$ cat src/rtl/mod_counter.sv
// mod_counter: modulo-MODULUS up/down counter with count enable, synchronous
// clear and load, and registered one-cycle wrap/error pulses. A chain of these
// forms a time-of-day datapath: each stage's carry_out drives the next
// stage's en, and all stages run on the same tick clock.
module mod_counter #(
  parameter int MODULUS   = 60,
  parameter int WIDTH     = 6,
  parameter int RESET_VAL = 0
) (
  input  logic             tick,
  input  logic             reset_n,
  input  logic             en,
  input  logic             up_dn,
  input  logic             clr,
  input  logic             load,
  input  logic [WIDTH-1:0] load_val,
  output logic [WIDTH-1:0] count,
  output logic             carry_out,
  output logic             borrow_out,
  output logic             load_err
);

  // ---------------------------------------------------------------------------
  // Elaboration-time parameter sanity checks
  // ---------------------------------------------------------------------------
  if (MODULUS < 2) begin : g_bad_modulus
    $error("mod_counter: MODULUS must be at least 2");
  end

  if ((2 ** WIDTH) < MODULUS) begin : g_bad_width
    $error("mod_counter: WIDTH too narrow to hold MODULUS-1");
  end

  if ((RESET_VAL < 0) || (RESET_VAL >= MODULUS)) begin : g_bad_reset_val
    $error("mod_counter: RESET_VAL must lie in 0..MODULUS-1");
  end

  // ---------------------------------------------------------------------------
  // Constants, all sized to the count width
  // ---------------------------------------------------------------------------
  localparam logic [WIDTH-1:0] ZERO_VAL  = WIDTH'(0);
  localparam logic [WIDTH-1:0] ONE_VAL   = WIDTH'(1);
  localparam logic [WIDTH-1:0] MAX_VAL   = WIDTH'(MODULUS - 1);
  localparam logic [WIDTH-1:0] RST_VAL   = WIDTH'(RESET_VAL);
  // One extra bit so the range check also works when 2**WIDTH == MODULUS.
  localparam logic [WIDTH:0]   MOD_EXT   = (WIDTH + 1)'(MODULUS);

  // Per-edge action after priority resolution (clr > load > en > hold).
  typedef enum logic [1:0] {
    ACT_HOLD = 2'd0,
    ACT_STEP = 2'd1,
    ACT_LOAD = 2'd2,
    ACT_CLR  = 2'd3
  } action_t;

  // ---------------------------------------------------------------------------
  // Helper functions
  // ---------------------------------------------------------------------------

  // True when v is a legal count value (0..MODULUS-1).
  function automatic logic in_range(input logic [WIDTH-1:0] v);
    return ({1'b0, v} < MOD_EXT);
  endfunction

  // Next value when counting up, wrapping MODULUS-1 -> 0.
  function automatic logic [WIDTH-1:0] step_up(input logic [WIDTH-1:0] v);
    logic [WIDTH-1:0] r;
    if (v == MAX_VAL) begin
      r = ZERO_VAL;
    end else begin
      r = v + ONE_VAL;
    end
    return r;
  endfunction

  // Next value when counting down, wrapping 0 -> MODULUS-1.
  function automatic logic [WIDTH-1:0] step_down(input logic [WIDTH-1:0] v);
    logic [WIDTH-1:0] r;
    if (v == ZERO_VAL) begin
      r = MAX_VAL;
    end else begin
      r = v - ONE_VAL;
    end
    return r;
  endfunction

  // ---------------------------------------------------------------------------
  // State and next-state signals
  // ---------------------------------------------------------------------------
  logic [WIDTH-1:0] count_r;
  logic             carry_r;
  logic             borrow_r;
  logic             load_err_r;

  action_t          action_s;
  logic             load_ok_s;
  logic [WIDTH-1:0] count_nxt_s;
  logic             carry_nxt_s;
  logic             borrow_nxt_s;
  logic             load_err_nxt_s;

  // Resolve the control inputs into one action; lower-priority requests drop.
  always_comb begin
    action_s = ACT_HOLD;
    if (clr) begin
      action_s = ACT_CLR;
    end else if (load) begin
      action_s = ACT_LOAD;
    end else if (en) begin
      action_s = ACT_STEP;
    end else begin
      action_s = ACT_HOLD;
    end
  end

  // Only in-range load values are accepted; others flag load_err instead.
  always_comb begin
    load_ok_s = in_range(load_val);
  end

  // Next count and pulse values; pulses default low so each lasts one cycle.
  always_comb begin
    count_nxt_s    = count_r;
    carry_nxt_s    = 1'b0;
    borrow_nxt_s   = 1'b0;
    load_err_nxt_s = 1'b0;
    case (action_s)
      ACT_CLR: begin
        count_nxt_s = ZERO_VAL;
      end
      ACT_LOAD: begin
        if (load_ok_s) begin
          count_nxt_s = load_val;
        end else begin
          count_nxt_s    = count_r;
          load_err_nxt_s = 1'b1;
        end
      end
      ACT_STEP: begin
        if (up_dn) begin
          count_nxt_s = step_up(count_r);
          carry_nxt_s = (count_r == MAX_VAL);
        end else begin
          count_nxt_s  = step_down(count_r);
          borrow_nxt_s = (count_r == ZERO_VAL);
        end
      end
      ACT_HOLD: begin
        count_nxt_s = count_r;
      end
      default: begin
        count_nxt_s = count_r;
      end
    endcase
  end

  // Count and pulse registers; async reset clears any pending pulse at once.
  always_ff @(posedge tick or negedge reset_n) begin
    if (!reset_n) begin
      count_r    <= RST_VAL;
      carry_r    <= 1'b0;
      borrow_r   <= 1'b0;
      load_err_r <= 1'b0;
    end else begin
      count_r    <= count_nxt_s;
      carry_r    <= carry_nxt_s;
      borrow_r   <= borrow_nxt_s;
      load_err_r <= load_err_nxt_s;
    end
  end

  // Outputs come straight from registers.
  assign count      = count_r;
  assign carry_out  = carry_r;
  assign borrow_out = borrow_r;
  assign load_err   = load_err_r;

endmodule

$ cat config.mk
export PLATFORM = sky130hd
export DESIGN_NAME = mod_counter
export DESIGN_NICKNAME = d
export VERILOG_FILES = /design/src/rtl/mod_counter.sv
export SDC_FILE = /design/constraint.sdc
export NUM_CORES = 1
export LEC_CHECK = 0
export CELL_PAD_IN_SITES_DETAIL_PLACEMENT = 1
export CELL_PAD_IN_SITES_GLOBAL_PLACEMENT = 2
export CORE_UTILIZATION = 30
export DETAILED_ROUTE_END_ITERATION = 8
export PLACE_DENSITY_LB_ADDON = 0.1
export SLEW_MARGIN = 20
export SYNTH_ARGS = -nofsm -noshare
export SYNTH_HDL_FRONTEND = slang
export SYNTH_SLANG_ARGS = --single-unit
export TNS_END_PERCENT = 100
$ cat constraint.sdc
create_clock -name tick -period 2.9 [get_ports tick]
set_input_delay 0.435 -clock tick [delete_from_list [all_inputs] [get_ports tick]]
set_output_delay 0.435 -clock tick [all_outputs]
set_load 0.01 [all_outputs]
; Word level (Yosys, flattened, before mapping)
; Cells that the tools add are included.
[word_totals]
ff_bits = 9
input_bits = 12
elab_cells = 30
output_inout_bits = 9
[classes]
muxes = 14
bitwise = 1
n_reduce_logical = 3
add_sub_neg = 2
n_eq_ne = 5
order_cmp = 1
[ops]
columns = operator, count
row1 = 6-bit 2-to-1 mux, 4
row2 = 6-bit case mux with 3 select lines, 1
row3 = 1-bit 2-to-1 mux, 7
row4 = "6-bit by 1-bit adder with 6-bit output, second input constant", 1
row5 = "6-bit == test, second input constant", 1
row6 = 6-bit zero test, 1
row7 = "6-bit less-than comparator, second input constant", 1
row8 = "6-bit by 1-bit subtractor with 6-bit output, second input constant", 1
row9 = "2-bit == test, second input constant", 2
row10 = 2-bit 2-to-1 mux, 2
row11 = "2-bit by 1-bit == test with 1-bit output, second input constant", 1
row12 = 2-bit zero test, 1
row13 = "2-bit inequality test, second input constant", 1
row14 = 2-bit AND reduction, 1
row15 = 1-bit NOT, 1

; Longest topological paths before layout
; Gate-level depths: netlist (run 1).
[depth]
depth_word = 6
mapped_depth = 8
ltp_nobuf = 8

; Least setup slack after synthesis (run 1)
; No wires, ideal clock.
[synth_path]
path_type = input to register
start = in load
end = reg count_r[3], in the netlist count[3]
setup_ns = 0.094
setup_slack_ns = 1.107
cell_stages = 6
path_buffers = 0
t_required_ns = 2.806
arrival_ns = 1.699
cell_sequence = or2_2 > ha_1 > and2_1 > a41o_1 > mux2i_1 > a221oi_2
[synth_via]
elab_chain_len = 5
elab_cells_between_ends = 10
cone_classes = 4 x eq/ne / 3 x mux / 1 x bitwise / 2 x reduce/logical
[synth_lines]
columns = item, line_no
row1 = start: declaration, 15  ; input logic load,
row2 = 2-bit 2-to-1 mux *, 107  ; end else if (load) begin
row3 = 2-bit 2-to-1 mux *, 105  ; if (clr) begin
row4 = 2-bit == test or 2-bit zero test (tied branches), 127  ; case (action_s)
row5 = 2-bit inequality test (no line) or 1-bit NOT (tied branches), n/a
row6 = 2-bit AND reduction (no line), n/a
row7 = end signal: assignment, 165  ; count_r <= count_nxt_s;
row8 = end: declaration, 90  ; logic [WIDTH-1:0] count_r;
; Mark *: on every way between the ends. The rest lies on a longest branch, timed or not.
; A chain may end at the register's enable or synchronous reset.

; Final worst setup path (run 1)
[layout_path]
start = in load
end = reg count_r[4], in the netlist count[4]
; The elaborated chain is that of the path after synthesis.

==> results of run 1 <==
## state kept, by name, indices dropped and copies added, names as in the netlist
register    flops
load_err        1
borrow_out      1
count           6
carry_out       1
## power breakdown
group / total (W) / leakage [nW] / switching, W / internal [W]
combinational: 0.000115 / 0.288 / 0.0000559 / 0.0000596
sequential: 0.000151 / 0.123 / 0.0000188 / 0.000132
clock: 0.000100 / 0.0150 / 0.0000473 / 0.0000532
## worst max-delay path: cells and delay by family
kind | cells | cell delay [ns]
compound gates | 3 | 0.61
fa+ha+maj | 1 | 0.25
buf+inv | 2 | 0.49
simple gates | 2 | 0.49
## path summary, 6_finish.rpt
check | start | end | slack [ns] | depth (start not counted)
setup / recovery | load | count[4] | 0.81 | 8
hold / removal | reset_n | count[1] | 0.47 | 1
setup reg to reg | count[2] | count[5] | 1.22 | 4
hold reg to reg | count[1] | count[1] | 0.71 | 2
max in group asynchronous | reset_n | load_err | 2.13 | 1
min in group tick | count[1] | count[1] | 0.71 | 2
## layout make-up
type                            instances  area [sq um]  share of cell area, %
Inverter                                9         33.78                  3.297
Clock buffer                            4         26.28                  2.564
Sequential cell                         9         225.2                  21.98
Multi-Input combinational cell         65         501.7                  48.96
Tap cell                               30         37.54                  3.663
Timing Repair Buffer                   20         200.2                  19.54
## layer usage
metal / vias to the layer above / global-route usage [%] / wire length, um
met2: 21 / 27.50 / 1043
met5: - / 0 / 0
li1: 365 / - / -
met3: 5 / 3.448 / 87
met1: 374 / 23.77 / 1053
met4: 0 / 6.579 / 34
## cell families (layout without fill, tap and decap cells)
logic type                 count (synthesis)  count (layout)
muxes                                      3               3
and+or+nand+nor                           31              31
xor gates and xnor gates                   2               2
adders and majority gates                  5               5
DFF                                        9               9
buffers and inverters                     13              33
AOI/OAI and AO/OA                         24              24
## cells in the mapped netlist (2+ instances only)
library cell  instances  area share (%)
a21oi_1               4             2.5
and3_1                2             1.6
and4b_1               2             2.5
buf_2                 2             1.3
dfrtp_1               9              29
ha_1                  5             7.9
inv_1                 9             4.3
mux2i_1               3             3.8
nand2_1               5             2.4
nand3_1               3             1.9
nand4_1               2             1.6
nor2_1                4             1.9
nor2b_1               3             2.4
o211ai_1              3             2.9
o21ai_0               4             2.5
## metrics by stage
stage / total power (W) / instances / utilization (%) / hold WS [ns] / setup slack [ns]
after floorplan: 0.0002193 / 87 / - / 0.1394 / 1.107
after global placement: 0.0002673 / 133 / 40.30 / 0.6627 / 0.4956
after detailed placement: 0.0002685 / 133 / 40.30 / 0.6730 / 0.5283
after CTS: 0.0003700 / 137 / 41.36 / 0.4944 / 0.8112
after global routing: 0.0003883 / 137 / 41.36 / 0.5074 / 0.6726
final: 0.0003668 / 137 / 41.36 / 0.4660 / 0.8054
==> impl_results.md, run 1 <==
- Worst EP arrival: 2.28 ns
- Critical path class: in -> reg
- Top-Level Pins: 21
- Post-CTS resize count: 0
- Sink Count: 9
- Mux cell area share after synthesis: 3.803%
- Chip Width: approximately 53 um
- Rel. slew slack: ~67%
- Startpoint types: primary input
- First-pass DRT Iterations: 4
- Combinational family with the most area after synthesis: simple AND/OR/NAND/NOR gates
- # hold bufs at CTS: 0
- CTS tree: yes
- Layout net count: between 100 and 150
- Final antenna-violating net count: 0
- Mean Syn Cell Area: 9.075 sq um
- CTS Buf Count: 3
- Status: finished, final reports clean
- Post-Synthesis Cells: 87
- Die Height: 53.30 um
- Synthesized Nets: 104
- Slowest cell on crit path: clkdlybuf4s50_1
- Crit-path cells: clkdlybuf4s50_1 -> or2_2 -> inv_1 -> ha_1 -> nand2b_1 -> a41oi_1 -> a21oi_1 -> o22ai_1
- Setup-failing EPs final: 0
- Max-slew violations: 0
- CORE AREA: around 2500 sq um
- Drt first-iter violations: 9
- Largest net degree at the start of global routing: 13
- DRT Wirelength: 2217 um
- Worst min path class: in -> async
- Layout Cell Area excl Fill: roughly 1000 sq um
- Crit-path max FO: 3
- Vias in the first global route: 724
- Final Skew: 0.007743 ns
- Async S/R FF share, synth: 100.0%
- Setup TNS: 0 ns
- Via density: 5.584
- CP peak stage delay: 0.41 ns
- Detailed Place HPWL: about 1700 um
- Least-Margin Pin Slew: slightly below 0.5 ns
- Synthesized cell area: 789.5 sq um
- Minimum clock period: 2.095 ns
- CP required: 3.09 ns
- Hold Vio Cnt, Final: 0
- Cell Area, Placed: roughly 1000 sq um
- Starting Density: a little under a third
- Commonest non-fill, non-tap cells in the layout: 20 x clkdlybuf4s50_1, 9 x inv_1, 9 x dfrtp_1, 5 x nand2_1, 5 x ha_1
- Routed WL per cell: about 16 um
- Synth warn: 0
- Worst-path clk slew: about 0.07 ns
- Placer Congestion: 0.7686
- Final period utilization: about 72%
- Fraction of synthesized cell area in xor and xnor cells: 2.219%
- Seq/Total Area, Yosys: approximately 29%
- Leak pwr: 0.4263 nW
- Layout cells sized above 1: 9.346%
- Setup repair after global routing missed its margin: false
- CTS H-tree lvls: 1
- Commonest non-fill, non-tap cell in the layout: clkdlybuf4s50_1
- Total grt overflow: 0
- Global-route wire length before repair: 3498 um
- GRT Overall Usage: 17.72%
- Max IR drop VDD: 160.2 uV
- Clk root buf: clkbuf_4
- Synth Flop Type: dfrtp_1
- Clock Latency Late Sink: between 0.2 and 0.3 ns
- Synth cell types: 42
- Routed vias: 765
- Clock buffer depth: 2
- Number of flops mapped to enable cells by yosys: 0
- Layout area overhead: 29.79%
- DRC viols: 0
- Max-cap viol count: 0
- Register bit count reported by yosys: 9
- PD cells: around 360 nW/um^2
- Setup bufs post-CTS: 0
- Floorplan row count: 18
- Die area: 2841 sq um
- Fmax: around 0.48 GHz
- Worst Setup End Kind: flop
- Synth Area in Compound Gates: 23.14%
- Layout fillers: 300
- Post-Synth Simple-Gate Area: 26.47%
- Initial antenna violation count: 0
- Port-buffer cells: 20
- Antenna diodes: 0
- Synth Area in Adders: 7.924%
No activity file was read; power rests on OpenSTA's default activity.
==> run 2, diff against run 1 <==
Settings changed: CORE_UTILIZATION 30 to 25.
Clock period 2.9 ns to 1.8 ns, I/O delays scaled along.
==> run 2 against run 1 <==
Compared with the run above: non-clock buffer count is 22 higher; via count is 9.9% higher; critical path type unchanged; clock power is 63% higher; critical path depth stayed put; combinational power is 120% higher; register-to-register slack worse by 1.0 ns; cell area is 22% higher; core utilization hardly changed; sequential cell count stayed put.
==> impl_results.md, run 2 (synthesis gave the netlist of run 1 again) <==
- PD cells: 516.4 nW/um^2 (was 358.0 nW/um^2)
- Total grt overflow: 0 (unchanged)
- Startpoint types: primary input (unchanged)
- Minimum clock period: 1.718 ns
- Met3 wire length: 63 um (was 87 um)
- Hold Slack: 0.3232 ns (was 0.4660 ns)
- DRC viols: 0 (unchanged)
- CTS H-tree lvls: 1 (unchanged)
- GRT Overall Usage: 15.64% (was 17.72%)
- Final Skew: 0.003514 ns (was 0.007743 ns)
- Global-route wire length before repair: 3946 um (was 3498 um)
- CORE AREA: 3028 sq um (was 2477 sq um)
- Routed vias: 841 (was 765)
- Final antenna-violating net count: 0 (unchanged)
- Clock Latency Late Sink: 0.26 ns (was 0.27 ns)
- Rel. slew slack: 69.31% (was 67.36%)
- Setup repair after global routing missed its margin: false (unchanged)
- Clock buffer depth: 2 (unchanged)
- Sink Count: 9 (unchanged)
- Initial antenna violation count: 0 (unchanged)
- Die area: 3387 sq um (was 2841 sq um)
- Max-slew violations: 0 (unchanged)
- Placer Congestion: 0.7495 (was 0.7686)
- Die Height: 58.20 um (was 53.30 um)
- CTS tree: yes (unchanged)
- Highest metal used: met3 (was met4)
- Pre-CTS WS: -0.3655 ns (was 0.5283 ns)
- Fmax: between 0.5 and 0.6 GHz
- Max-cap viol count: 0 (unchanged)
- Leak pwr: 0.5446 nW (was 0.4263 nW)
- M1 wire length: 1124 um (was 1053 um)
- Crit-path max FO: 4 (was 3)
- Number of flip-flops under the largest register name: 6 (unchanged)
- Max IR drop VDD: 127.9 uV (was 160.2 uV)
- Layout cells sized above 1: 33.33% (was 9.346%)
- Worst-path clk slew: 0.07 ns (about the same)
- CP required: 1.93 ns (was 3.09 ns)
- Clk root buf: clkbuf_4 (unchanged)
- Hold Vio Cnt, Final: 0 (unchanged)
- Commonest non-fill, non-tap cells in the layout: 22 x buf_4, 19 x clkdlybuf4s50_1, 7 x inv_1, 7 x dfrtp_1, 5 x nand2_1 (was 20 x clkdlybuf4s50_1, 9 x inv_1, 9 x dfrtp_1, 5 x nand2_1, 5 x ha_1)
- Layout net count: 147 (was 125)
- Met2 WL post-DR: 1256 um (was 1043 um)
- Critical path class: in -> reg (unchanged)
- Worst Setup End Kind: flop (unchanged)
- Worst EP arrival: 1.85 ns (was 2.28 ns)
- Status: finished, final reports clean (unchanged)
- # hold bufs at CTS: 0 (unchanged)
- Routed WL per cell: 14.13 um (was 16.18 um)
- Vias in the first global route: 852 (was 724)
- Port-buffer cells: 20 (unchanged)
- Least-Margin Pin Slew: 0.4588 ns (was 0.4880 ns)
- First-pass DRT Iterations: 5 (was 4)
- CTS Buf Count: 3 (unchanged)
- Final period utilization: 95.46%
- Setup-failing EPs final: 0 (unchanged)
- DRT Wirelength: 2444 um (was 2217 um)
- Layout area overhead: 58.80% (was 29.79%)
- Antenna diodes: 0 (unchanged)
- Floorplan row count: 20 (was 18)
- Largest net degree at the start of global routing: 13 (unchanged)
- Worst min path class: in -> async (unchanged)
- Detailed Place HPWL: 1952 um (was 1705 um)
- Via density: 4.861 (was 5.584)
- Top-Level Pins: 21 (unchanged)
- Starting Density: 26.07% (was 31.87%)
- Setup ws final: 0.08167 ns (was 0.8054 ns)
- Chip Width: 58.20 um (was 53.30 um)
- Setup TNS: 0 ns (unchanged)
- Drt first-iter violations: 18 (was 9)
- Commonest non-fill, non-tap cell in the layout: buf_4 (was clkdlybuf4s50_1)
==> run 2: cell types whose count changed in the layout (fill, tap and decap cells not counted), moves of 2 or more <==
| cell | delta |
|---|---|
| inv_1 | -2 |
| dfrtp_2 | +2 |
| ha_1 | -3 |
| dfrtp_1 | -2 |
| buf_4 | +22 |
| ha_2 | +2 |
| inv_2 | +2 |
==> run 2: through the flow <==
step / util, % / power, W / instances / cell area [sq um]
CTS: 40.37 / 0.0006451 / 172 / 1222
detailed placement: 38.51 / 0.0004735 / 167 / 1166
floorplan: - / 0.0003534 / 87 / 789.5
global placement: 38.51 / 0.0004714 / 167 / 1166
finish: 41.40 / 0.0006474 / 173 / 1254
global route: 41.40 / 0.0006857 / 173 / 1254
==> run 2: layout make-up <==
cell class                 count  area, sq um
clock buffer                   4        26.28
timing repair buffer          42        367.9
multi-input combinational     65        543.0
tap                           44        55.05
sequential                     9        227.7
inverter                       9        33.78
fill                         363         1774
==> run 2: worst max-delay path, cell delays in order <==
cell	delay [ns]
clkdlybuf4s50_1	0.42
or2_4	0.24
inv_2	0.08
buf_4	0.10
ha_2	0.21
a41o_1	0.20
mux2i_1	0.27
a221oi_2	0.05
==> run 2: power by group <==
part           internal [W]  total (W)  switching, W
Combinational      0.000138   0.000248      0.000110
Clock             0.0000856   0.000163     0.0000775
Sequential         0.000214   0.000237     0.0000229
==> run 2: final timing paths <==
path | start | to | slack [ns] | depth (start not counted)
worst max-delay path | clr | count[3] | 0.08 | 8
worst min-delay path | reset_n | count[5] | 0.32 | 1
worst max register to register | count[0] | count[4] | 0.21 | 6
worst min register to register | count[2] | carry_out | 0.64 | 1
max in group asynchronous | reset_n | count[2] | 1.14 | 1
min in group tick | load_val[0] | count[0] | 0.60 | 3
==> run 2: what timing repair did <==
action	4_1_cts	5_1_grt
setup endpoints to repair	5	6
buffers inserted	1	1
hold endpoints to repair	0	0
pin swaps	1	4
gates resized for setup	7	6
gates cloned	0	0
==> run 2: layer usage <==
| metal | up-vias | global-route usage [%] |
|---|---|---|
| li1 | 414 | - |
| met5 | - | 0 |
| met2 | 19 | 26.44 |
| met1 | 408 | 19.89 |
| met3 | 0 | 2.232 |
| met4 | 0 | 6.463 |
==> run 3, diff against run 2 <==
Settings changed: CAP_MARGIN from default to 20, CORE_MARGIN from default to 2, PLACE_DENSITY_LB_ADDON 0.1 to 0.3.
==> run 3 against run 2 <==
Compared with the run above: routed wire length rose by 0.12%; cell area is the same; critical path depth decreased by 7; critical endpoint is now count[4]; clock power is 4% higher; register-to-register slack hardly changed; core utilization stayed put; clock-buffer cell count unchanged; hold slack got worse by 0.012 ns; sequential share of layout area unchanged; largest cell class unchanged; via count is 4.0% lower; die area rose by 7.0%.
==> impl_results.md, run 3 (synthesis gave the netlist of run 1 again) <==
- DRC viols: 0 (unchanged)
- CTS H-tree lvls: 1 (unchanged)
- Fmax: 0.5802 GHz (was 0.5820 GHz)
- Area of the multi-input gates: 566.8 sq um (was 543.0 sq um)
- Worst Setup End Kind: primary output (was flop)
- Clock buffer depth: 2 (unchanged)
- Critical path class: reg -> out (was in -> reg)
- CP Launch Point: count[4] (was clr)
- GRT Overall Usage: 14.92% (was 15.64%)
- Minimum clock period: 1.723 ns (was 1.718 ns)
- Pre-CTS WS: -0.4252 ns (was -0.3655 ns)
- Worst min path class: in -> async (unchanged)
- RR Startpoint: count[4] (was count[0])
- Status: finished, final reports clean (unchanged)
- Slowest cell on crit path: clkdlybuf4s50_1 (unchanged)
- CTS Buf Count: 3 (unchanged)
- Worst EP arrival: 1.45 ns (was 1.85 ns)
- Hold Vio Cnt, Final: 0 (unchanged)
- Final period utilization: 95.74% (was 95.46%)
- Initial antenna violation count: 0 (unchanged)
- Cell Area, Placed: 1151 sq um (was 1166 sq um)
- Rel. slew slack: 69.31% (about the same)
- Leak pwr: 0.5391 nW (was 0.5446 nW)
- Antenna diodes: 0 (unchanged)
- Least-Margin Pin Slew: 0.4589 ns (was 0.4588 ns)
- Layout cells sized above 1: 32.00% (was 33.33%)
- Detailed Place HPWL: 1899 um (was 1952 um)
- Final antenna-violating net count: 0 (unchanged)
- Final Skew: 0.008647 ns (was 0.003514 ns)
- Layout fillers: 381 (was 363)
- Number of flip-flops under the largest register name: 6 (unchanged)
- Sink Count: 9 (unchanged)
- CP peak stage delay: 0.61 ns (was 0.42 ns)
- CTS tree: yes (unchanged)
- CP required: 1.53 ns (was 1.93 ns)
- Drt first-iter violations: 20 (was 18)
- Commonest non-fill, non-tap cell in the layout: clkdlybuf4s50_1 (was buf_4)
- Commonest non-fill, non-tap cells in the layout: 18 x clkdlybuf4s50_1, 17 x buf_4, 9 x inv_1, 7 x dfrtp_1, 5 x nand2_1 (was 22 x buf_4, 19 x clkdlybuf4s50_1, 7 x inv_1, 7 x dfrtp_1, 5 x nand2_1)
- First-pass DRT Iterations: 4 (was 5)
- Setup bufs post-CTS: 0 (was 1)
- Routed WL per cell: 14.48 um (was 14.13 um)
- Max-slew violations: 0 (unchanged)
- Hold Slack: 0.3112 ns (was 0.3232 ns)
- DP Cell Count: 165 (was 167)
- Clk root buf: clkbuf_4 (unchanged)
- Worst Path Buf+Inv: 1 (was 3)
- Chip Width: 60.20 um (was 58.20 um)
- Setup ws final: 0.07659 ns (was 0.08167 ns)
- Max-cap viol count: 0 (unchanged)
- Total grt overflow: 0 (unchanged)
- Layout area overhead: 58.80% (unchanged)
- Port-buffer cells: 20 (unchanged)
- Top-Level Pins: 21 (unchanged)
- FF+latch area: 227.7 sq um (unchanged)
- Clock Latency Late Sink: 0.27 ns (was 0.26 ns)
- DRT Wirelength: 2447 um (was 2444 um)
- CORE AREA: 3028 sq um (unchanged)
- Global-route wire length before repair: 3988 um (was 3946 um)
- Die Height: 60.20 um (was 58.20 um)
- PD cells: 522.7 nW/um^2 (was 516.4 nW/um^2)
- Worst-path clk slew: 0.07 ns (about the same)
- Final std cells w/o fill: 169 (was 173)
- Placer Congestion: 0.7584 (was 0.7495)
- Crit-path max FO: 9 (was 4)
- Vias in the first global route: 847 (was 852)
- Routed vias: 807 (was 841)
- Max IR drop VDD: 136.1 uV (was 127.9 uV)
- Layout net count: 143 (was 147)
- Setup-failing EPs final: 0 (unchanged)
- Startpoint types: flop (was primary input)
- Crit-path cells: clkdlybuf4s50_1 (was clkdlybuf4s50_1 -> or2_4 -> inv_2 -> buf_4 -> ha_2 -> a41o_1 -> mux2i_1 -> a221oi_2)
- Via density: 4.775 (was 4.861)
- Largest net degree at the start of global routing: 13 (unchanged)
- Setup repair after global routing missed its margin: false (unchanged)
- Starting Density: 26.07% (unchanged)
- Layout Cell Area excl Fill: 1254 sq um (unchanged)
- Die area: 3623 sq um (was 3387 sq um)
- Floorplan row count: 20 (unchanged)
- CP top delay family: buffers and inverters (unchanged)
==> run 3: routing by layer <==
layer / global-route usage [%] / wire [um] / vias to the layer above / part of all wire (%)
li1: - / - / 404 / -
met1: 18.75 / 1105 / 382 / 45
met2: 25.31 / 1235 / 17 / 50
met3: 1.299 / 57 / 4 / 2.3
met4: 7.302 / 48 / 0 / 2.0
met5: 0 / 0 / - / 0
==> run 3: repair_timing <==
item / in CTS / in global routing
gates resized for setup: 9 / 10
endpoints found under the hold margin: 0 / 0
pin swaps: 1 / 3
setup endpoints to repair: 5 / 9
cloned: 0 / 0
hold buffers: 0 / 0
==> run 3: through the flow <==
| stage | setup TNS, ns | total power [W] | utilization, % |
|---|---|---|---|
| after CTS | 0 | 0.0006521 | 40.33 |
| after floorplan | 0 | 0.0003534 | - |
| final | 0 | 0.0006554 | 41.40 |
| after detailed placement | -2.231 | 0.0004712 | 38.02 |
| after global routing | 0 | 0.0006926 | 41.40 |
| after global placement | -1.817 | 0.0004678 | 38.02 |
==> run 3: worst reg2reg max path, delay by kind of cell (launching register included) <==
| kind | cells | cell delay, ns |
|---|---|---|
| AOI/OAI and AO/OA | 3 | 0.55 |
| DFF | 1 | 0.52 |
| and+or+nand+nor | 1 | 0.39 |
==> run 3: layout make-up <==
type,count,share of cell area [%]
inverter,9,2.695
multi-input combinational,65,45.21
sequential,9,18.16
tap,44,4.391
timing repair buffer,38,27.45
clock buffer,4,2.096
==> run 3: final timing paths <==
path                        endpoint  slack (ns)  cells past startpoint
min in group tick           count[0]        0.58                      3
max reg2reg                 count[5]        0.22                      4
min reg2reg                carry_out        0.64                      1
max in group asynchronous   count[2]        1.14                      1
max                         count[4]        0.08                      1
min                         count[0]        0.31                      1
==> run 3: report_power, final <==
part | internal (W) | switching [W]
Sequential | 0.000214 | 0.0000254
Clock | 0.0000858 | 0.0000831
Combinational | 0.000138 | 0.000109
Total | 0.000438 | 0.000218
==> variant 1, RTL diff (flow settings as in run 2) <==
Add an input register stage for `en`, `up_dn`, `clr`, `load` and `load_val`, without a reset; this delays them by one clock. Comments in the files are not updated.
--- a/src/rtl/mod_counter.sv
+++ b/src/rtl/mod_counter.sv
@@ -19,6 +19,20 @@
   output logic             borrow_out,
   output logic             load_err
 );
+
+  logic en_q;
+  logic up_dn_q;
+  logic clr_q;
+  logic load_q;
+  logic [WIDTH-1:0] load_val_q;
+
+  always_ff @(posedge tick) begin
+    en_q       <= en;
+    up_dn_q    <= up_dn;
+    clr_q      <= clr;
+    load_q     <= load;
+    load_val_q <= load_val;
+  end
 
   // ---------------------------------------------------------------------------
   // Elaboration-time parameter sanity checks
@@ -102,11 +116,11 @@
   // Resolve the control inputs into one action; lower-priority requests drop.
   always_comb begin
     action_s = ACT_HOLD;
-    if (clr) begin
+    if (clr_q) begin
       action_s = ACT_CLR;
-    end else if (load) begin
+    end else if (load_q) begin
       action_s = ACT_LOAD;
-    end else if (en) begin
+    end else if (en_q) begin
       action_s = ACT_STEP;
     end else begin
       action_s = ACT_HOLD;
@@ -115,7 +129,7 @@
 
   // Only in-range load values are accepted; others flag load_err instead.
   always_comb begin
-    load_ok_s = in_range(load_val);
+    load_ok_s = in_range(load_val_q);
   end
 
   // Next count and pulse values; pulses default low so each lasts one cycle.
@@ -130,14 +144,14 @@
       end
       ACT_LOAD: begin
         if (load_ok_s) begin
-          count_nxt_s = load_val;
+          count_nxt_s = load_val_q;
         end else begin
           count_nxt_s    = count_r;
           load_err_nxt_s = 1'b1;
         end
       end
       ACT_STEP: begin
-        if (up_dn) begin
+        if (up_dn_q) begin
           count_nxt_s = step_up(count_r);
           carry_nxt_s = (count_r == MAX_VAL);
         end else begin
Check against the original RTL: not equivalent (a bounded check fails within 4 cycles, from zero or initial values and one cycle with reset_n low).
==> variant 1 against run 2 <==
  * The run now ends with setup timing left
  * Routed wire length rose by 5.2%
  * Global-route usage down 0.72 points
  * Sequential cell count rose by 10
  * Setup slack got worse by 110 ps
  * Critical path depth is 2 lower
  * Cell area up 7.0%
  * Sequential share of layout area up 14 points
  * Synthesized area grew 20%
  * Total power rose by 55%
  * Sequential power grew 96%
  * Register-to-register slack got worse by 240 ps
  * Non-clock buffer count shrank 11
  * Via count rose by 0.48%
  * Count of clock-buffer cells in the layout decreased by 1
  * Critical endpoint is now count[2]$_DFFE_PN0P_
  * Largest power group is now sequential cells
==> variant 1: results (changes against run 2) <==
stage	metric	value	unit	change
run_status	violated checks	setup timing		
synth	Post-Syn Instances	96		was 87
finish	fill count	408		was 363
placement	GPL Wtd Cong	0.7411		was 0.7495
grt	vias in the first global route	899		was 852
finish	Non-clk bufs	31		was 42
setup_path	Max FO, Critical Path	3		was 4
finish	non-clk buf share	21.08	%	was 29.34%
setup_path	crit path DAT	1970	ps	was 1850 ps
placement	worst slack at placement	-43.96	ps	was -365.5 ps
detailed_routing	M1 WL	1183	µm	was 1124 µm
setup_path	critical path class	flop to flop		was input pin to flop
run_status	status	finished with violations		was finished clean
grt	largest net degree at the start of global routing	13		unchanged
detailed_routing	Met3 Wirelength	122	µm	was 63 µm
finish	Inverters	6		was 9
die	Chip Width	63.55	µm	was 58.20 µm
sta	Setup Skew	1.566	ps	was 3.514 ps
pwr	Net Sw Frac	27.12	%	was 32.55%
synth	Yosys reg bits	19		was 9
grt	global-route wire length before repair	4554	µm	was 3946 µm
cts	Root Driver	clkbuf_8		was clkbuf_4
synth	net count after synthesis	113		was 104
setup_path	Max stage delay cell, worst path	or4b_4		was clkdlybuf4s50_1
detailed_routing	DR top layer	met4		was met3
pwr	Leak	0.0005550	µW	was 0.0005446 µW
grt	GRT Util Overall	14.93	%	was 15.64%
detailed_routing	drt total wl	2570	µm	was 2444 µm
setup_path	R2R Path End	count[2]$_DFFE_PN0P_		was count[4]$_DFFE_PN0P_
placement	dpl cell area	0.001282	mm²	was 0.001166 mm²
synth	post-synthesis sequential area ratio	44.91	%	was 28.53%
detailed_routing	1st-pass router iterations	4		was 5
synth	FFs w/ async S/R, synth	47.37	%	was 100.0%
grt	M3 GR Usage	4.710	%	was 2.232%
finish	layout cells sized above 1	19.84	%	was 33.33%
finish	final net count	144		was 147
setup_path	CP top delay family	simple AND/OR/NAND/NOR gates		was buffers and inverters
setup_path	CP startpoint	count[0]$_DFFE_PN0P_		was clr
pwr	Peak VDD IR	0.5189	mV	was 0.1279 mV
sta	crit path setup slack, layout	-31.74	ps	was 81.67 ps
sta	hold slack final	334.8	ps	was 323.2 ps
cts	post_cts resized	2		was 7
finish	Storage cell area	425.4	µm²	was 227.7 µm²
synth	Cell variety after synth	40		was 42
finish	multi-input gates	66		was 65
setup_path	crit-path max cell delay	460	ps	was 420 ps
detailed_routing	vias per std cell	4.913		was 4.861
sta	final setup vio count	1		was 0
finish	Layout Cells excl Fill	172		was 173
synth	largest cells by area after synthesis	dfrtp_1 (24%), dfxtp_1 (21%), ha_1 (6.6%), nand2_1 (3.2%), a32oi_1 (2.8%)		was dfrtp_1 (29%), ha_1 (7.9%), inv_1 (4.3%), mux2i_1 (3.8%), o211ai_1 (2.9%)
grt	GR Util met1	19.78	%	was 19.89%
placement	hpwl dp	2066	µm	was 1952 µm
finish	Clock Buffer Count	3		was 4
sta	Slew HR	67.95	%	was 69.31%
detailed_routing	met2 routed WL	1246	µm	was 1256 µm
sta	setup_tns	-31.74	ps	was 0 ps
## variant 1: cell types whose count changed after synthesis, moves of 3 or more
| cell | run 2 | this run |
|---|---|---|
| and2_1 | 1 | 4 |
| dfxtp_1 | 0 | 10 |
| clkbuf_1 | 0 | 4 |
| nand2_1 | 5 | 8 |
| inv_1 | 9 | 6 |
| a32oi_1 | 0 | 3 |
| nand4b_1 | 0 | 3 |
## variant 1: power by group through the flow
stage / Clock (µW) / Sequential, µW / Combinational, µW
2_1_floorplan: 0 / 474 / 121
3_3_place_gp: 0 / 473 / 227
3_5_place_dp: 0 / 473 / 234
4_1_cts: 314 / 465 / 235
5_1_grt: 334 / 467 / 261
6_report: 301 / 465 / 234
## variant 1: kinds of logic after synthesis
kind of cell             after synthesis  synth area share (%)
AO/OA/AOI/OAI                         26                 19.68
adder cells (fa/ha/maj)                5                 6.605
buffers and inverters                 11                 4.490
AND/OR/NAND/NOR                       31                 20.34
multiplexers                           2                 2.114
XOR/XNOR                               2                 1.850
flip-flops                            19                 44.91
==> variant 2, RTL diff (settings of run 2) <==
Made on the original files. Change the parameter `WIDTH` from 6 to 7.
--- a/src/rtl/mod_counter.sv
+++ b/src/rtl/mod_counter.sv
@@ -4,7 +4,7 @@
 // stage's en, and all stages run on the same tick clock.
 module mod_counter #(
   parameter int MODULUS   = 60,
-  parameter int WIDTH     = 6,
+  parameter int WIDTH     = 7,
   parameter int RESET_VAL = 0
 ) (
   input  logic             tick,
Ports: changed (resized count and load_val); port bits go from 21 to 23. The function was not compared with the original's and may differ.
==> variant 2 against run 2 <==
  * Cell area increased by 13%
  * Setup slack got worse by 56 ps
  * Sequential cell count increased by 1
  * Count of clock-buffer cells in the layout unchanged
  * Clock skew increased by 2.7 ps
  * Critical endpoint is now count[5]$_DFFE_PN0P_
  * Total power increased by 19%
  * Synthesized cell count increased by 8.0%
  * Fmax decreased by 3.2%
  * Sequential share of layout area decreased by 0.21 points
  * Synthesized area increased by 7.9%
  * Critical path type is now flop to flop
  * Highest routed layer is now met4
  * Largest cell class unchanged
  * Routed wire length increased by 24%
  * Worst hold slack got worse by 3.8 ps
==> variant 2: results (changes against run 2) <==
stage	metric	value	unit	change
run_status	status	finished clean		unchanged
setup_path	crit-path max cell delay	480	ps	was 420 ps
cts	post-CTS setup buffer count	0		was 1
finish	flip-flop count of the largest register after layout	7		was 6
pwr	Net Sw Frac	32.04	%	was 32.55%
finish	Design Area, Final	0.001415	mm²	was 0.001254 mm²
detailed_routing	initial DRC count	21		was 18
pwr	clock network fraction of design power	28.0	%	was 25.2%
pwr	Peak VDD IR	0.2466	mV	was 0.1279 mV
synth	XOR/XNOR share of the synthesized area	3.084	%	was 2.219%
setup_path	R2R Path Start	count[1]$_DFFE_PN0P_		was count[0]$_DFFE_PN0P_
finish	multi-input gates	72		was 65
setup_path	CP startpoint	count[1]$_DFFE_PN0P_		was clr
cts	post_cts resized	9		was 7
sta	Setup Skew	6.195	ps	was 3.514 ps
setup_path	Max stage delay cell, worst path	mux4_2		was clkdlybuf4s50_1
finish	clk tree area frac	2.564	%	was 2.096%
synth	net count after synthesis	113		was 104
detailed_routing	1st-pass router iterations	4		was 5
finish	sequential share of cell area	17.95	%	was 18.16%
setup_path	CP top delay family	multiplexers		was buffers and inverters
sta	Slew HR	66.82	%	was 69.31%
finish	Non-clk bufs	49		was 42
finish	layout cells sized above 1	37.76	%	was 33.33%
synth	Post-Syn Instances	94		was 87
cts	worst skew pair latency	280	ps	was 260 ps
detailed_routing	met2 routed WL	1473	µm	was 1256 µm
synth	Synth Area in Compound Gates	26.28	%	was 23.14%
synth	Post-synth top cells	dfrtp_1 (10), inv_1 (8), ha_1 (6)		was dfrtp_1 (9), inv_1 (9), ha_1 (5), nand2_1 (5)
setup_path	crit path DAT	1980	ps	was 1850 ps
setup_path	Max FO, Critical Path	6		was 4
die	Chip Width	60.38	µm	was 58.20 µm
synth	Synth Area in Adders	8.811	%	was 7.924%
finish	final net count	163		was 147
detailed_routing	vias per std cell	5.166		was 4.861
placement	dpl cell area	0.001271	mm²	was 0.001166 mm²
## variant 2: changes by cell type after synthesis, moves of 2 or more
cell      delta
or3_1        +2
mux2i_1      -3
and4b_1      -2
nor2b_1      -3
nor3_1       +3
a22oi_1      +4
nand2_1      -2
o31ai_1      +5
o211ai_1     -3
or2_2        +2
## variant 2: final timing paths
kind | to | slack (ps) | depth (start not counted)
worst max-delay path | count[5]$_DFFE_PN0P_ | 30 | 5
worst min-delay path | load_err$_DFF_PN0_ | 320 | 1
worst max register to register | count[5]$_DFFE_PN0P_ | 30 | 5
worst min register to register | count[1]$_DFFE_PN0P_ | 590 | 2
max in group asynchronous | count[0]$_DFFE_PN0P_ | 1110 | 1
min in group tick | count[1]$_DFFE_PN0P_ | 590 | 2
## variant 2: logic make-up after synthesis
group	Yosys count
buffers and inverters	12
adder cells (fa/ha/maj)	6
AND/OR/NAND/NOR	32
XOR/XNOR	3
AO/OA/AOI/OAI	30
flip-flops	10
multiplexers	1
